## src/rtl/core_seq.sv

```systemverilog
// -----------------------------------------------------------------------------
// core_seq -- command-driven sequencer for the 8-entry matrix-row MAC core.
//
// Accepts LOAD (write rows) and RUN (stream a vector, collect the dot product)
// commands. It drives the core strobes/addresses/data with the pipeline
// alignment the core expects, then returns the core accumulator on a
// valid/ready result port.
//
// Ports:
//   clk, rst_n                      clock, asynchronous active-low reset
//   cmd_valid/cmd_ready, cmd_op     command handshake; op 0 = LOAD, 1 = RUN
//   cmd_len[2:0]                    entry count minus one
//   din_valid/din_ready, din[31:0]  operand stream (rows for LOAD, vector for RUN)
//   init, write, exec               core strobes (registered)
//   wa, ra [2:0], wd, d [31:0]      core addresses and data (registered)
//   acc[31:0]                       core accumulator
//   res_valid/res_ready, res[31:0]  result handshake
//
// Optional build macro CORE_SEQ_PERF_EN adds perf_busy / perf_stall counters.
// -----------------------------------------------------------------------------
`timescale 1ns/1ps

module core_seq (
  input  logic        clk,
  input  logic        rst_n,
  input  logic        cmd_valid,
  output logic        cmd_ready,
  input  logic        cmd_op,
  input  logic [2:0]  cmd_len,
  input  logic        din_valid,
  output logic        din_ready,
  input  logic [31:0] din,
  output logic        init,
  output logic        write,
  output logic        exec,
  output logic [2:0]  wa,
  output logic [2:0]  ra,
  output logic [31:0] wd,
  output logic [31:0] d,
  input  logic [31:0] acc,
  output logic        res_valid,
  input  logic        res_ready,
  output logic [31:0] res
`ifdef CORE_SEQ_PERF_EN
  ,
  output logic [31:0] perf_busy,
  output logic [31:0] perf_stall
`endif
);

  typedef enum logic [2:0] {
    S_IDLE,
    S_LOAD,
    S_CLEAR,
    S_RUN,
    S_DRAIN,
    S_RESP
  } state_t;

  state_t      r_state;
  logic [2:0]  r_idx;
  logic [2:0]  r_len;
  logic [1:0]  r_drain;
  logic [31:0] r_d1;     // first stage of the din -> d alignment pipe

  // Handshake flags decode state directly so they react in the same cycle.
  assign cmd_ready = (r_state == S_IDLE);
  assign din_ready = (r_state == S_LOAD) || (r_state == S_RUN);
  assign res_valid = (r_state == S_RESP);

  // NOTE: all sequential state uses non-blocking assignments so every register
  // samples pre-edge values; blocking here would create order-dependent races.
  always_ff @(posedge clk or negedge rst_n) begin
    if (!rst_n) begin
      r_state <= S_IDLE;
      r_idx   <= '0;
      r_len   <= '0;
      r_drain <= '0;
      r_d1    <= '0;
      init    <= 1'b0;
      write   <= 1'b0;
      exec    <= 1'b0;
      wa      <= '0;
      ra      <= '0;
      wd      <= '0;
      d       <= '0;
      res     <= '0;
    end else begin
      // NOTE: strobes default low every cycle, so each one is a single-cycle
      // pulse unless the state below re-asserts it.
      init  <= 1'b0;
      write <= 1'b0;
      exec  <= 1'b0;

      // Second stage of the data pipe: d advances only behind a real exec, so
      // it lands in the cycle the core multiplies and holds across bubbles.
      // This keeps running through DRAIN for the final word.
      if (exec) d <= r_d1;

      case (r_state)
        S_IDLE: begin
          if (cmd_valid) begin
            r_len <= cmd_len;
            r_idx <= '0;
            if (cmd_op) begin
              r_state <= S_CLEAR;
              init    <= 1'b1;   // high during the single CLEAR cycle
            end else begin
              r_state <= S_LOAD;
            end
          end
        end

        S_LOAD: begin
          if (din_valid) begin
            write <= 1'b1;
            wa    <= r_idx;
            wd    <= din;
            r_idx <= r_idx + 3'd1;
            if (r_idx == r_len) r_state <= S_IDLE;
          end
        end

        S_CLEAR: r_state <= S_RUN;

        S_RUN: begin
          if (din_valid) begin
            exec  <= 1'b1;
            ra    <= r_idx;
            r_d1  <= din;
            r_idx <= r_idx + 3'd1;
            if (r_idx == r_len) begin
              r_state <= S_DRAIN;
              r_drain <= '0;
            end
          end
        end

        // Four cycles cover the core's read, multiply and accumulate stages;
        // acc is final in the last DRAIN cycle.
        S_DRAIN: begin
          r_drain <= r_drain + 2'd1;
          if (r_drain == 2'd3) begin
            res     <= acc;
            r_state <= S_RESP;
          end
        end

        S_RESP: if (res_ready) r_state <= S_IDLE;

        default: r_state <= S_IDLE;
      endcase
    end
  end

`ifdef CORE_SEQ_PERF_EN
  always_ff @(posedge clk or negedge rst_n) begin
    if (!rst_n) begin
      perf_busy  <= '0;
      perf_stall <= '0;
    end else begin
      if (r_state != S_IDLE) perf_busy <= perf_busy + 32'd1;
      if (((r_state == S_RUN)  && !din_valid) ||
          ((r_state == S_RESP) && !res_ready))
        perf_stall <= perf_stall + 32'd1;
    end
  end
`endif

endmodule

```

## config.mk

```make
export PLATFORM = sky130hd
export DESIGN_NAME = core_seq
export DESIGN_NICKNAME = d
export VERILOG_FILES = /design/src/rtl/core_seq.sv
export SDC_FILE = /design/constraint.sdc
export NUM_CORES = 1
export LEC_CHECK = 0
export CORE_UTILIZATION = 46
export CTS_CLUSTER_DIAMETER = 40
export DETAILED_ROUTE_END_ITERATION = 6
export GPL_TIMING_DRIVEN = 0
export PLACE_DENSITY = 0.85
export SYNTH_ARGS = -nofsm -noshare
export SYNTH_HDL_FRONTEND = slang
export SYNTH_SLANG_ARGS = --single-unit
export TNS_END_PERCENT = 10
```

## constraint.sdc

```tcl
create_clock -name clk -period 2 [get_ports clk]
set_clock_uncertainty 0.05 [all_clocks]
set_input_delay 0.4 -clock clk [delete_from_list [all_inputs] [get_ports clk]]
set_output_delay 0.4 -clock clk [all_outputs]
set_load 0.02 [all_outputs]
```

---- Word-level counts from Yosys, hierarchy flattened ----
Index checks and enable logic that the tools add are counted.
storage, ports and cells
  bits in registers ....................... 148
  latch bits .............................. 0
  memory bits (writable) .................. 0
  bits in read-only memories .............. 0
  input port bits ......................... 73
  output and inout port bits .............. 108
  word-level logic and storage cells ...... 63
  memories kept ........................... 0
cells by class
  add/subtract/negate cells ............... 2
  multipliers ............................. 0
  div/mod/pow operators ................... 0
  $lt $le $gt $ge ......................... 0
  equal/unequal tests ..................... 15
  shift-type cells ........................ 0
  muxes and demuxes ....................... 21
  bitwise logic cells ..................... 0
  reductions and logical operators ........ 12
operators by type and width
  kind                 number
  $mux 3               9
  $pmux 3 s6           1
  $ne 2x1->1 const B   4
  $ne 2x2->1 const B   4
  $reduce_and 2->1     4
  $reduce_and 7->1     1
  $eq 3x2->1 const B   2
  $eq 3x3->1 const B   2
  $mux 1               6
  $mux 2               3
  $pmux 3 s2           1
  $reduce_and 3->1     2
  $pmux 2 s2           1
  $reduce_bool 2->1    2
  $add 3x1->3 const B  1
  $eq 3x1->1 const B   1
  $eq 3x3->1           1
  $logic_not 3->1      1
  $add 2x1->2 const B  1
  $eq 2x2->1 const B   1
  $reduce_or 2->1      1
  $logic_or 1x1->1     1

---- Longest topological paths before layout ----
Gate-level depths: netlist of the first run.
  depth in word-level cells ............... 4
  depth in mapped cells ................... 6
  mapped depth without buffers ............ 4

---- Least setup slack after synthesis of the first run ----
OpenSTA, ideal clock, no wires.
  path kind ............................... register -> output
  from .................................... register r_state[0]
  to ...................................... output res_valid
  arrival ................................. 1,203 ps
  required time ........................... 1,550 ps
  path slack .............................. 347 ps
  cell stages (with the launch flop) ...... 4
  path buffers ............................ 1
  path through ............................ dfrtp_1 buf_2 inv_1 nor3_1
between the ends
  longest elaborated chain between the ends .. 1
RTL lines
  element                 RTL line  text
  start, declared         60        state_t r_state;
  start signal, assigned  75        r_state <= S_IDLE;
  start signal, assigned  106       r_state <= S_CLEAR;
  start signal, assigned  109       r_state <= S_LOAD;
  $eq 3x3->1              69        assign res_valid = (r_state == S_RESP);
  end, declared           41        output logic res_valid,
Every way passes these cells.

---- Final worst setup path of the first run ----
  from .................................... register r_state[1]
  to ...................................... output res_valid
The elaborated chain is that of the path after synthesis.

==> impl_metrics.yaml, run 1 <==
run_status:
  status: "finished, final reports clean"
global_route:
  grt_pass1_wl_mm: 20.3
  gr-total-overflow: 0
  antenna_found_initial: 0
  grt_pass1_vias: 4000
  grt_max_degree: 89
  grt_use_total_pct: 20.9
synth:
  synth.area.top_cells: "dfrtp_1 (65%), mux2_2 (19%), mux2_1 (7.9%), buf_2 (0.96%), xor2_1 (0.61%)"
  synthCells: 355
  synth_top_cell_area_share_pct: 64.6
  syn_area_mm2: 0.00574
  synth_nets: 430
  ys_seq_elements: 148
  synth-seq-area-share_pct: 64.6
  synth_cell_types: 37
  synth_area_per_cell_um2: 16.2
  synthArstFlopShare_pct: 100
  synth_top_cell_by_area: "dfrtp_1"
  synth_ff_type: "dfrtp_1"
  synth-edff-count: 0
  yosysWarnings: 0
hold_path:
  holdCritPathClass: "reg -> reg"
  hold_path_startpoint: "res[30]$_DFFE_PN0P_"
  worstHoldPathCells: 1
  min_to: "res[30]$_DFFE_PN0P_"
worst_setup_path:
  r2r_slack_ns: 0.22
  crit_buf_inv: 2
  cp-end-kind: "output port"
  reg2reg_depth: 5
  cpMostUsedCell: "buf_2"
  max_stage_delay_ns: 0.42
  timing.rr.start: "r_state[0]$_DFFE_PN0P_"
  cpMaxStageDelayCell: "dfrtp_1"
  worstSetupStartpointType: "flip-flop"
  crit_family: "buffers and inverters"
  critical_path_required_ns: 1.55
  path_cells: "buf_2 -> nor3_1 -> buf_2"
  cp_max_fo: 10
  cp.arrival_ns: 1.43
  worstReg2RegEnd: "wd[11]$_DFFE_PN0P_"
  criticalPathCategory: "reg -> out"
clock_tree:
  cts_buffer_depth: 2
  numCtsBuffers: 17
  insertion_delay_ns: 0.41
  cts_tree: "built"
  clock-sinks: 148
  path_clk_slew_ns: 0.05
  clock-root-buffer: "clkbuf_16"
  htree_levels: 4
timing:
  max_freq_ghz: 0.532
  slew_headroom_pct: 61.5
  setup_viol: 0
  rsz0062_at_grt: "false"
  tightest_slew_ns: 0.577
  period_needed_ns: 1.88
  fin_crit_sh_pct: 94.0
  maxSlewViolCount: 0
  hold_violations: 0
  setup_ws_ns: 0.119
power_and_ir_drop:
  cellPowerDensity_mw_per_mm2: 1680
  p_leak_uw: 0.00369
  peakVddDrop_mv: 0.917
  p_total_uw: 14100
floorplan:
  dieArea_mm2: 0.0129
  ios: 181
  die-height_um: 114
  core_mm2: 0.0121
  start_util_pct: 47.6
  die_width_um: 114
  rows: 40
cells_and_area:
  nFillCells: 857
  final_cells: 734
  fin_nets: 633
  layout_common_cells: "clkdlybuf4s50_1 (176), dfrtp_1 (147), mux2_2 (97)"
  final_layout_size_suffix_gt1_share_pct: 26.5
  diodes: 0
  final_common_cell: "clkdlybuf4s50_1"
  regArea_mm2: 0.00370
  syn_to_final_growth_pct: 45.6
  multiInputGateArea_mm2: 0.00191
  post-route-util_pct: 69.3
placement:
  portBuffers: 180
  dp.cells: 704
  gp_congestion: 0.820
  dp.final_hpwl_mm: 9.01
  dp_slack_ns: -0.273
route:
  ant_nets: 0
  drt_drc_violations_left: 0
  drt_iter0_drc: 172
  num_vias: 3645
  drt-wirelength-per-cell_um: 17.1
  drt-total-wl_mm: 12.6
  drt-vias-per-instance: 4.97
  dr.pass1.iters: 5
job:
  maxCapViolations: 0
==> worst max-delay path by stage <==
stage                           startpoint             endpoint  slack, ns  cells past startpoint
finish              r_state[1]$_DFFE_PN0P_            res_valid       0.12                      3
floorplan           r_state[0]$_DFFE_PN0P_            res_valid       0.35                      3
CTS                 r_state[0]$_DFFE_PN0P_            din_ready       0.03                      2
detailed placement               din_valid  r_d1[9]$_DFFE_PN0P_      -0.27                      5
global placement                     rst_n  res[19]$_DFFE_PN0P_      -5.11                      1
global route        r_state[2]$_DFFE_PN0P_            res_valid       0.01                      4
==> routing by layer <==
layer  share of wire, %  track usage [%]  wire length [µm]
met5                  0                0                 0
met3                4.0             6.00               502
met2                 54             36.7              6840
met4                1.4             8.16               173
met1                 40             24.0              5050
==> kinds of logic (layout without fill, tap and decap cells) <==
group / Yosys count / count (layout) / share of synthesized area (%)
AO/OA/AOI/OAI: 15 / 15 / 1.70
XOR/XNOR: 4 / 4 / 0.611
adder cells (fa/ha/maj): 2 / 2 / 0.436
buffers and inverters: 22 / 233 / 2.27
flip-flops: 148 / 148 / 64.6
multiplexers: 138 / 138 / 27.1
AND/OR/NAND/NOR: 26 / 26 / 3.36
==> through the flow <==
stage / area [µm²] / TNS [ns] / hold WS [ns]
2_1_floorplan: 5740 / 0 / 0.0544
3_3_place_gp: 7750 / -767.44 / 0.416
3_5_place_dp: 7780 / -14.54 / 0.363
4_1_cts: 8320 / 0 / 0.436
5_1_grt: 8350 / 0 / 0.451
6_report: 8350 / 0 / 0.433
==> power breakdown <==
part | switching [µW] | total, µW | internal (µW)
clock network | 1120 | 2950 | 1830
registers | 749 | 5120 | 4370
logic | 2780 | 6000 | 3220
total | 4650 | 14100 | 9420
==> final cells by class <==
class	instances	share of cell area, %
buffer	17	1.39
clock buffer	22	5.44
clock inverter	5	0.973
inverter	4	0.180
multi-input combinational	185	22.8
sequential	148	44.3
tap	168	2.52
timing repair buffer	185	22.3
==> registers in the layout, summed over array words and instances, names as in the netlist <==
name	count
d	32
res	32
wa	3
write	1
wd	32
r_state	3
ra	3
exec	1
r_len	3
init	1
r_drain	2
r_idx	3
r_d1	32
==> Yosys cell counts (2+ instances only) <==
cell type / count
buf_6: 3
dfrtp_1: 148
mux2_2: 97
mux2_1: 40
xor2_1: 4
buf_4: 3
a21oi_1: 2
nor2_1: 2
inv_1: 4
nand3_1: 2
ha_1: 2
o21ai_0: 5
nand4b_1: 2
buf_2: 11
nor3_1: 3
nor2b_1: 2
a221oi_1: 2
nand2_1: 4
==> what timing repair did <==
action                                 4_1_cts  5_1_grt
pin swaps                                    0        0
endpoints found under the hold margin       60        0
setup endpoints to repair                    3        2
hold buffers                                 1        0
resized for setup                           16        1
setup buffers                                0        3
No activity file was read; power rests on OpenSTA's default activity.
==> run 2: changes to the inputs <==
--- a/config.mk
+++ b/config.mk
@@ -5,11 +5,12 @@
 export SDC_FILE = /design/constraint.sdc
 export NUM_CORES = 1
 export LEC_CHECK = 0
-export CORE_UTILIZATION = 46
+export CORE_UTILIZATION = 48
+export CTS_BUF_LIST = sky130_fd_sc_hd__clkbuf_2
 export CTS_CLUSTER_DIAMETER = 40
 export DETAILED_ROUTE_END_ITERATION = 6
 export GPL_TIMING_DRIVEN = 0
-export PLACE_DENSITY = 0.85
+export PLACE_DENSITY = 0.88
 export SYNTH_ARGS = -nofsm -noshare
 export SYNTH_HDL_FRONTEND = slang
 export SYNTH_SLANG_ARGS = --single-unit
==> run 2 against run 1 <==
  * The run now ends with design-rule violations, negative setup slack left
  * Critical path depth is the same
  * Register-to-register slack worse by 0.14 ns
  * Critical endpoint is now din_ready
  * Power fell by 11%
==> impl_metrics.yaml, run 2 (synthesis gave the netlist of run 1 again) <==
run_status:
  status: "finished, violations left"
  violations: "design-rule violations, negative setup slack"
floorplan:
  die_width_um: 111
  rows: 39
  ios: 181
  dieArea_mm2: 0.0124
  start_util_pct: 49.8
  core_mm2: 0.0115
  die-height_um: 111
timing:
  hold_violations: 0
  maxSlewViolCount: 0
  setup_viol: 1
  fin_crit_sh_pct: 100
  slew_headroom_pct: 54.6
  setup_ws_ns: -0.00564
  tightest_slew_ns: 0.681
  period_needed_ns: 2.01
  max_freq_ghz: 0.499
  rsz0062_at_grt: "true"
power_and_ir_drop:
  p_leak_uw: 0.00375
  p_total_uw: 12500
  cellPowerDensity_mw_per_mm2: 1570
  peakVddDrop_mv: 1.04
global_route:
  grt_pass1_wl_mm: 20.6
  grt_pass1_vias: 4051
  gr-total-overflow: 0
  grt_use_total_pct: 21.6
  antenna_found_initial: 0
  grt_max_degree: 76
route:
  num_vias: 3707
  drt-wirelength-per-cell_um: 17.4
  drt_iter0_drc: 175
  drt-vias-per-instance: 5.13
  drt_drc_violations_left: 22
  drt-total-wl_mm: 12.6
  ant_nets: 0
  dr.pass1.iters: 6
clock_tree:
  clock-sinks: 148
  insertion_delay_ns: 0.68
  clock-root-buffer: "clkbuf_2"
  htree_levels: 4
  path_clk_slew_ns: 0.20
  cts_buffer_depth: 2
  numCtsBuffers: 17
  cts_tree: "built"
worst_setup_path:
  cp.arrival_ns: 1.56
  cp_max_fo: 5
  r2r_slack_ns: 0.08
  reg2reg_depth: 5
  timing.rr.start: "r_state[2]$_DFFE_PN0P_"
  cp-end-kind: "output port"
  criticalPathCategory: "reg -> out"
  critical_path_required_ns: 1.55
  worstReg2RegEnd: "wd[5]$_DFFE_PN0P_"
  crit_start: "r_state[2]$_DFFE_PN0P_"
  worstSetupStartpointType: "flip-flop"
job:
  maxCapViolations: 0
placement:
  portBuffers: 180
  dp.cells: 679
  gp_congestion: 0.797
  dp_slack_ns: -0.244
  postPlaceCellArea_mm2: 0.00775
  dp.final_hpwl_mm: 8.99
cells_and_area:
  fin_nets: 642
  layout_common_cells: "dfrtp_1 (146), mux2_2 (97), clkdlybuf4s50_1 (71)"
  diodes: 0
  final_cells: 723
  nFillCells: 836
  stdcell_area_mm2: 0.00797
  syn_to_final_growth_pct: 38.9
  final_layout_size_suffix_gt1_share_pct: 34.7
  final_common_cell: "dfrtp_1"
hold_path:
  holdCritPathClass: "in -> async"
## run 2: cell types whose count changed in the layout (fill, tap and decap cells not counted), sizes merged, moves of 2 or more
| cell | before | now |
|---|---|---|
| buf | 23 | 32 |
| bufinv | 2 | 4 |
| clkbuf | 23 | 50 |
| clkdlybuf4s15 | 1 | 62 |
| clkdlybuf4s50 | 176 | 71 |
| clkinv | 2 | 8 |
| dlygate4sd2 | 0 | 12 |
## run 2: worst max path at each step
stage	depth (start not counted)	slack [ns]	to
floorplan	3	0.35	res_valid
global placement	1	-5.03	res[18]$_DFFE_PN0P_
detailed placement	5	-0.24	r_d1[15]$_DFFE_PN0P_
CTS	4	-0.13	din_ready
global route	3	-0.16	din_ready
finish	3	-0.006	din_ready
## run 2: worst max-delay path, cell delays in order, from the launching register on
cell and delay [ns]:
dfrtp_2 0.50, buf_6 0.14, nor2b_4 0.11, buf_6 0.12
## run 2: cell type report
| cell class | count | area, µm² | share of cell area [%] |
|---|---|---|---|
| Multi-Input combinational cell | 185 | 1920 | 24.1 |
| Timing Repair Buffer | 195 | 1770 | 22.2 |
| Sequential cell | 148 | 3710 | 46.5 |
| Inverter | 4 | 15.0 | 0.188 |
| Buffer | 16 | 111 | 1.40 |
| Clock buffer | 17 | 85.1 | 1.07 |
| Tap cell | 143 | 179 | 2.24 |
| Clock inverter | 15 | 188 | 2.35 |
## run 2: repair_timing
item	4_1_cts	5_1_grt
cloned	0	0
pin swaps	0	1
gates resized for setup	132	128
hold buffers	1	0
hold endpoints to repair	74	0
endpoints found under the setup margin	108	100
setup buffers	6	7
## run 2: per-layer routing
layer / GRT usage, % / up-vias / part of all wire (%)
li1: - / 1688 / -
met1: 24.0 / 1896 / 39
met2: 39.3 / 113 / 54
met3: 6.78 / 10 / 5.1
met4: 6.85 / 0 / 1.1
met5: 0 / - / 0
## run 2: report_power, final
part           leakage (µW)  total (µW)  internal (µW)  switching, µW
combinational       0.00174        5580           2730           2850
clock              0.000157        1850            809           1040
sequential          0.00185        5080           4340            745
## run 2: stage by stage
step | util (%) | hold WS (ns) | setup TNS [ns]
floorplan | - | 0.0544 | 0
global placement | 67.0 | 0.417 | -754.56
detailed placement | 67.3 | 0.415 | -12.92
CTS | 69.2 | 0.180 | -0.341
global route | 69.2 | 0.139 | -0.462
finish | 69.2 | 0.238 | -0.00564
==> run 3: changes to the inputs <==
--- a/config.mk
+++ b/config.mk
@@ -10,7 +10,7 @@
 export CTS_CLUSTER_DIAMETER = 40
 export DETAILED_ROUTE_END_ITERATION = 6
 export GPL_TIMING_DRIVEN = 0
-export PLACE_DENSITY = 0.88
+export PLACE_DENSITY_LB_ADDON = 0.12
 export SYNTH_ARGS = -nofsm -noshare
 export SYNTH_HDL_FRONTEND = slang
 export SYNTH_SLANG_ARGS = --single-unit
==> run 3 against run 2 <==
  * The flow still finishes with violations (design-rule violations, negative setup slack)
  * Hold slack got worse by 0.068 ns
  * Largest cell class unchanged
  * First-iteration DRC count fell by 11%
  * Wire length decreased by 2.0%
  * Highest routed layer unchanged
  * Final cell count is 0.55% higher
  * Clock-buffer cell count up 1
  * Die area unchanged
  * Global-route usage decreased by 0.075 points
  * Sequential share of layout area shrank 0.52 points
  * Sequential cell count unchanged
  * Clock power shrank 17%
  * Critical path depth grew 1
==> impl_metrics.yaml, run 3 (synthesis gave the netlist of run 1 again) <==
clock_tree:
  cts_buffer_depth: 2
  clock-sinks: 148
  path_clk_slew_ns: 0.19
  numCtsBuffers: 17
  clock-root-buffer: "clkbuf_2"
  cts_tree: "built"
  htree_levels: 4
  insertion_delay_ns: 0.70
worst_setup_path:
  worstSetupStartpointType: "flip-flop"
  cp_max_fo: 4
  cp.arrival_ns: 1.59
  cp-end-kind: "output port"
  critical_path_required_ns: 1.55
  criticalPathCategory: "reg -> out"
route:
  drt-wirelength-per-cell_um: 17.0
  drt-total-wl_mm: 12.3
  drt_drc_violations_left: 20
  dr.pass1.iters: 6
  drt-vias-per-instance: 5.09
  drt_iter0_drc: 155
  num_vias: 3703
  ant_nets: 0
power_and_ir_drop:
  peakVddDrop_mv: 1.01
  cellPowerDensity_mw_per_mm2: 1510
  p_leak_uw: 0.00380
timing:
  maxSlewViolCount: 0
  tightest_slew_ns: 0.597
  tns_ns: -0.140
  slew_headroom_pct: 60.2
  fin_crit_sh_pct: 102
  max_freq_ghz: 0.490
  setup_ws_ns: -0.0413
  hold_violations: 0
  rsz0062_at_grt: "true"
  setup_viol: 9
  period_needed_ns: 2.04
cells_and_area:
  final_common_cell: "dfrtp_1"
  syn_to_final_growth_pct: 40.5
  final_layout_size_suffix_gt1_share_pct: 33.4
  stdcell_area_mm2: 0.00806
  diodes: 0
  layout_common_cells: "dfrtp_1 (147), mux2_2 (97), clkdlybuf4s50_1 (71)"
  fin_nets: 646
global_route:
  grt_max_degree: 87
  grt_pass1_vias: 3996
  antenna_found_initial: 0
  grt_use_total_pct: 21.5
  grt_pass1_wl_mm: 20.4
  gr-total-overflow: 0
placement:
  portBuffers: 180
  dp_slack_ns: -0.255
  gp_congestion: 0.768
  dp.final_hpwl_mm: 8.69
  postPlaceCellArea_mm2: 0.00775
floorplan:
  start_util_pct: 49.8
  ios: 181
  dieArea_mm2: 0.0124
  die-height_um: 111
  core_mm2: 0.0115
  die_width_um: 111
  rows: 39
hold_path:
  holdCritPathClass: "in -> async"
run_status:
  violations: "design-rule violations, negative setup slack"
  status: "finished, violations left"
job:
  maxCapViolations: 0
## run 3: area by class of cell
type,instances,area [µm²]
timing repair buffer,198,1860
fill,843,3460
multi-input combinational,185,1930
clock inverter,14,119
inverter,4,17.5
buffer,17,154
sequential,148,3700
tap,143,179
clock buffer,18,90.1
## run 3: routing by layer
metal  up-vias  GRT usage, %  part of all wire, %
met3        18          7.38                  6.2
li1       1698             -                    -
met1      1878          25.2                   41
met2       109          36.7                   51
met5         -             0                    0
met4         0          8.20                  1.5
## run 3: per-stage QoR
step / std cells / power [µW] / util [%] / hold WS [ns]
after detailed placement: 679 / 11100 / 67.3 / 0.372
after floorplan: 355 / 8350 / - / 0.0544
after global placement: 678 / 10900 / 67.0 / 0.416
final: 727 / 12200 / 70.0 / 0.170
after CTS: 718 / 12100 / 68.7 / 0.135
after global routing: 727 / 12900 / 70.0 / 0.127
## run 3: worst max-delay path: stages, from the launching register on
cell	delay [ns]
dfrtp_1	0.44
buf_6	0.16
inv_4	0.04
nor3_4	0.12
buf_6	0.14
## run 3: timing repair
action	CTS	global route
resized for setup	135	121
pin swaps	2	1
gates cloned	0	2
hold buffers	1	0
hold endpoints to repair	62	0
endpoints found under the setup margin	108	145
setup buffers	7	7
## run 3: path summary, 6_finish.rpt
kind | start | to | slack (ns) | depth (start not counted)
min | rst_n | res[12]$_DFFE_PN0P_ | 0.17 | 2
max reg2reg | r_state[0]$_DFFE_PN0P_ | res[11]$_DFFE_PN0P_ | -0.02 | 7
max in group asynchronous | rst_n | d[25]$_DFFE_PN0P_ | 0.91 | 3
min reg2reg | r_d1[31]$_DFFE_PN0P_ | d[31]$_DFFE_PN0P_ | 0.44 | 1
max | r_state[2]$_DFFE_PN0P_ | res_valid | -0.04 | 4
min in group clk | acc[18] | res[18]$_DFFE_PN0P_ | 0.24 | 2
## run 3: where the power goes
| group | internal, µW | switching (µW) | total [µW] |
|---|---|---|---|
| registers | 4330 | 693 | 5030 |
| logic | 2760 | 2850 | 5610 |
| clock network | 545 | 994 | 1540 |
| total | 7640 | 4530 | 12200 |
